File: src/rtl/ex_mem.sv
// rtl/ex_mem.sv - EX/MEM pipeline register with stall, bubble, flush and multiply-accumulate feedback
//
// Captures the execute-stage result on every unstalled rising edge and presents
// it to the memory-access stage one clock later.
//
// Optional feature macro: EX_MEM_MADD_EN
//   defined     : hilo_o/cnt_o feedback registers hold the multiply-accumulate
//                 partial product and cycle counter while execute is stalled.
//   not defined : hilo_o and cnt_o are constant 0; hilo_i and cnt_i are unused.
//
// Ports:
//   clk        pipeline clock, all state updates on rising edge
//   rst        asynchronous active-low reset
//   stall      stall vector; bit 3 = execute stalled, bit 4 = memory stalled
//   flush      synchronous exception flush (highest priority after reset)
//   ex_wd      destination register from execute
//   ex_wreg    register write enable from execute
//   ex_wdata   register write data from execute
//   ex_whilo   HI/LO write enable from execute
//   ex_hi      HI write value from execute
//   ex_lo      LO write value from execute
//   hilo_i     multiply-accumulate partial product from execute
//   cnt_i      execute multi-cycle counter
//   mem_wd     registered destination register
//   mem_wreg   registered write enable
//   mem_wdata  registered write data
//   mem_whilo  registered HI/LO write enable
//   mem_hi     registered HI value
//   mem_lo     registered LO value
//   hilo_o     partial product fed back to execute
//   cnt_o      counter fed back to execute

module ex_mem #(
    parameter int DATA_W = 32,
    parameter int ADDR_W = 5,
    parameter int CNT_W  = 2
) (
    input  logic                clk,
    input  logic                rst,
    input  logic [5:0]          stall,
    input  logic                flush,
    input  logic [ADDR_W-1:0]   ex_wd,
    input  logic                ex_wreg,
    input  logic [DATA_W-1:0]   ex_wdata,
    input  logic                ex_whilo,
    input  logic [DATA_W-1:0]   ex_hi,
    input  logic [DATA_W-1:0]   ex_lo,
    input  logic [2*DATA_W-1:0] hilo_i,
    input  logic [CNT_W-1:0]    cnt_i,
    output logic [ADDR_W-1:0]   mem_wd,
    output logic                mem_wreg,
    output logic [DATA_W-1:0]   mem_wdata,
    output logic                mem_whilo,
    output logic [DATA_W-1:0]   mem_hi,
    output logic [DATA_W-1:0]   mem_lo,
    output logic [2*DATA_W-1:0] hilo_o,
    output logic [CNT_W-1:0]    cnt_o
);

    // A memory stall with execute running is an illegal pattern; folding
    // stall[4] into the execute-held term turns it into a plain hold.
    logic ex_held;
    logic mem_held;

    assign ex_held  = stall[3] | stall[4];
    assign mem_held = stall[4];

    always_ff @(posedge clk or negedge rst) begin
        if (!rst) begin
            mem_wd    <= '0;
            mem_wreg  <= 1'b0;
            mem_wdata <= '0;
            mem_whilo <= 1'b0;
            mem_hi    <= '0;
            mem_lo    <= '0;
        end else if (flush || (ex_held && !mem_held)) begin
            // Bubble: memory stage proceeds with a NOP.
            mem_wd    <= '0;
            mem_wreg  <= 1'b0;
            mem_wdata <= '0;
            mem_whilo <= 1'b0;
            mem_hi    <= '0;
            mem_lo    <= '0;
        end else if (!ex_held) begin
            mem_wd    <= ex_wd;
            mem_wreg  <= ex_wreg;
            mem_wdata <= ex_wdata;
            mem_whilo <= ex_whilo;
            mem_hi    <= ex_hi;
            mem_lo    <= ex_lo;
        end
        // Both stages held: contents unchanged.
    end

`ifdef EX_MEM_MADD_EN
    // Partial product and counter survive only while execute is held, so a
    // two-cycle madd sees its first-cycle result on the second cycle.
    always_ff @(posedge clk or negedge rst) begin
        if (!rst) begin
            hilo_o <= '0;
            cnt_o  <= '0;
        end else if (flush || !ex_held) begin
            hilo_o <= '0;
            cnt_o  <= '0;
        end else begin
            hilo_o <= hilo_i;
            cnt_o  <= cnt_i;
        end
    end

    logic unused_stall_bits;
    assign unused_stall_bits = ^{stall[5], stall[2:0]};
`else
    assign hilo_o = '0;
    assign cnt_o  = '0;

    logic unused_feedback_in;
    assign unused_feedback_in = ^{stall[5], stall[2:0], hilo_i, cnt_i};
`endif

endmodule

File: config.mk
export PLATFORM = sky130hd
export DESIGN_NAME = ex_mem
export DESIGN_NICKNAME = d
export VERILOG_FILES = /design/src/rtl/ex_mem.sv
export SDC_FILE = /design/constraint.sdc
export NUM_CORES = 1
export LEC_CHECK = 0
export ABC_AREA = 1
export BUFFER_PORTS_ARGS = -buffer_cell sky130_fd_sc_hd__buf_2
export CORE_ASPECT_RATIO = 0.6
export CORE_MARGIN = 10
export CORE_UTILIZATION = 37
export CTS_BUF_LIST = sky130_fd_sc_hd__clkbuf_4 sky130_fd_sc_hd__clkbuf_8
export CTS_CLUSTER_SIZE = 24
export DETAILED_ROUTE_END_ITERATION = 10
export PLACE_DENSITY = 0.78
export SYNTH_ARGS = -nofsm -noshare
export SYNTH_HDL_FRONTEND = slang
export SYNTH_SLANG_ARGS = --single-unit
File: constraint.sdc
create_clock -name clk -period 0.8 [get_ports clk]
set_input_delay 0.04 -clock clk [delete_from_list [all_inputs] [get_ports clk]]
set_output_delay 0.04 -clock clk [all_outputs]
set_load 0.05 [all_outputs]
==> parameters.txt <==
Parameter                              Value

Place
  Estimated wirelength of the detail-placed design    10700 um
  Post-placement setup slack    -0.170 ns
  Weighted congestion at the end of routability-driven global placement    0.845
  Placed Instances    867
  Count of buffers inserted at the top-level ports    210

Power and ir drop
  Leakage power    3.59 nW
  Power density over cell area    1560 nW/um2
  Maximum ir drop on the vdd rail    0.897 mV

Global route
  Wire length of the first global-routing pass    26900 um
  Remaining global-route overflow    0
  Largest net degree at the start of global routing    59
  Number of global-route vias before repair    4894
  Number of antenna violations at the first check in global routing    2
  Overall global routing resource usage    0.192

Cells and area
  Final #Nets    1013
  Share of post-route cells with drive strength above 1    0.457
  Leading cell types in the layout, fill and taps excluded    nand2_1, buf_6, dlygate4sd3_1
  Most common cell after layout, fill and taps aside    nand2_1
  Final std cells w/o fill    1005
  Area growth from synthesis to final layout    71.5%
  Fill count    857

Worst setup path
  Maximum net fanout on the critical path    2
  Slowest library cell on the worst path    dfrtp_2
  Crit Path Class    reg -> out
  Crit path required time    0.76 ns
  Startpoint types    flop
  Delay-heaviest family, CP    flip-flops
  Worst Path Buf+Inv    1
  Cell depth of the worst flop-to-flop path    3
  CP cell instances    buf_6
  Worst path arrival time    0.97 ns
  Logic depth of the worst path, buffers included    1
  Slowest cell delay on critical path    0.44 ns
  Critical path capture point type    output pin

Clock tree
  Clock insertion delay at the later pin of the skew report    0.36 ns
  # H-tree levels    3
  Clock transition at the registers of the reported paths    0.11 ns
  Clock tree from TritonCTS    done
  Number of sinks driven by the clock tree    103
  Number of buffers created by CTS    9
  Max clock buf depth    2
  Buffer type at the clock tree root    clkbuf_8

Yosys
  Number of storage elements in the synthesis netlist    103
  Leading cell types by total area after synthesis    dfrtp_1, nand2_1, a21oi_1
  Mean post-synth cell area    8.92 um2
  Number of different library cells in the post-synthesis netlist    10
  Library cell with the largest summed area after synthesis    dfrtp_1
  Area fraction of the dominant cell type after synthesis    0.562
  Fraction of the yosys area taken by sequential cells    0.562
  Post-Syn Area    4590 um2
  Count of mapped cells out of synthesis    514
  Number of warning messages in the yosys log    0

Route
  Via count    4673
  Detailed Route WL    17700 um
  Post-detailed-route DRC marker count    0
  Initial drt markers    391
  Detail Route Antenna Nets    0
  First-pass detailed-route iteration total    5
  Drt wl/cell    17.6 um
  Vias per std cell    4.65

Min path
  Min-Delay Path Depth    3
  Tightest Hold Check Type    in -> reg

Timing
  Final worst clock skew    0 ns
  Sum Neg Setup Slack    -18.38 ns
  Period utilization    1.26
  Worst hold slack    0.105 ns
  Final Hold Violating Endpoints    0
  Post-route setup slack    -0.208 ns
  Post-layout minimum cycle time    1.01 ns
  Setup-failing EPs final    104
  Max Transition Viols Final    0
  RSZ-0062 raised after global routing    true
  Highest attainable clock frequency    992 MHz

Floorplan
  Initial cell density of the core    0.379
  Core outline area    12100 um2
  Height of the chip    106 um
  Full die area    17400 um2
  Die span in x    164 um
  Top-level port count    347
  Number of cell rows    31

Outcome
  Failing checks    negative setup slack
  Run status    complete, but fails checks

Job
  Max-Cap Viols    0
## kinds of logic (layout without fill, tap and decap cells)
logic type	after synthesis	in the layout	share of synthesized area
AOI/OAI and AO/OA	103	103	0.112
buffers and inverters	100	359	0.154
DFF	103	103	0.562
other	1	68	0.000818
and+or+nand+nor	207	207	0.171
## repair_timing
| item | CTS | global route |
|---|---|---|
| pin swaps | 0 | 4 |
| setup endpoints to repair | 103 | 111 |
| endpoints found under the hold margin | 206 | 0 |
| hold buffers | 105 | 0 |
| gates resized for setup | 206 | 32 |
| buffers inserted | 9 | 10 |
## metal layers
metal / global-route usage / routed length (um)
met5: 0 / 0
met4: 0.0591 / 407
met3: 0.0859 / 2080
met2: 0.318 / 8620
met1: 0.220 / 6600
## worst paths after layout
kind	startpoint	end	slack [ns]
setup / recovery	mem_hi[0]$_DFFE_PN0P_	mem_hi[0]	-0.21
hold / removal	flush	mem_lo[13]$_DFFE_PN0P_	0.10
setup reg to reg	mem_wd[1]$_DFFE_PN0P_	mem_wd[1]$_DFFE_PN0P_	-0.01
hold reg to reg	mem_lo[19]$_DFFE_PN0P_	mem_lo[19]$_DFFE_PN0P_	0.57
max in group asynchronous	rst	mem_wdata[24]$_DFFE_PN0P_	0.33
min in group asynchronous	rst	mem_lo[26]$_DFFE_PN0P_	0.19
## metrics by stage
| step | power (W) | utilization | cell area, um2 |
|---|---|---|---|
| 2_1_floorplan | 0.00769 | - | 4960 |
| 3_3_place_gp | 0.00818 | 0.474 | 5740 |
| 3_5_place_dp | 0.00821 | 0.474 | 5740 |
| 4_1_cts | 0.0123 | 0.636 | 7700 |
| 5_1_grt | 0.0128 | 0.650 | 7870 |
| 6_report | 0.0123 | 0.650 | 7870 |
## synth_stat cells
library cell  count
nor2_4            1
buf_2            11
dfrtp_1         103
conb_1            1
buf_1             6
a21oi_1         103
clkbuf_1          7
buf_6             8
buf_4            68
nand2_1         206
## where the power goes
part           switching [W]  total, W  internal [W]
logic                0.00221   0.00338       0.00117
registers           0.000154   0.00558       0.00542
clock network        0.00180   0.00332       0.00152
total                0.00416    0.0123       0.00812
## layout make-up
type	count	area (um2)	share of cell area
timing repair buffer	345	3130	0.397
sequential	103	2710	0.344
multi-input combinational	376	1630	0.207
tap	165	206	0.0262
clock buffer	10	138	0.0175
clock inverter	4	55.1	0.00700
antenna	2	5.00	0.000636
## state kept, by name, indices dropped and copies added (netlist names)
| signal | flops |
|---|---|
| mem_hi | 32 |
| mem_lo | 32 |
| mem_wd | 5 |
| mem_wdata | 32 |
| mem_whilo | 1 |
| mem_wreg | 1 |
No activity file was read; power rests on OpenSTA's default activity.
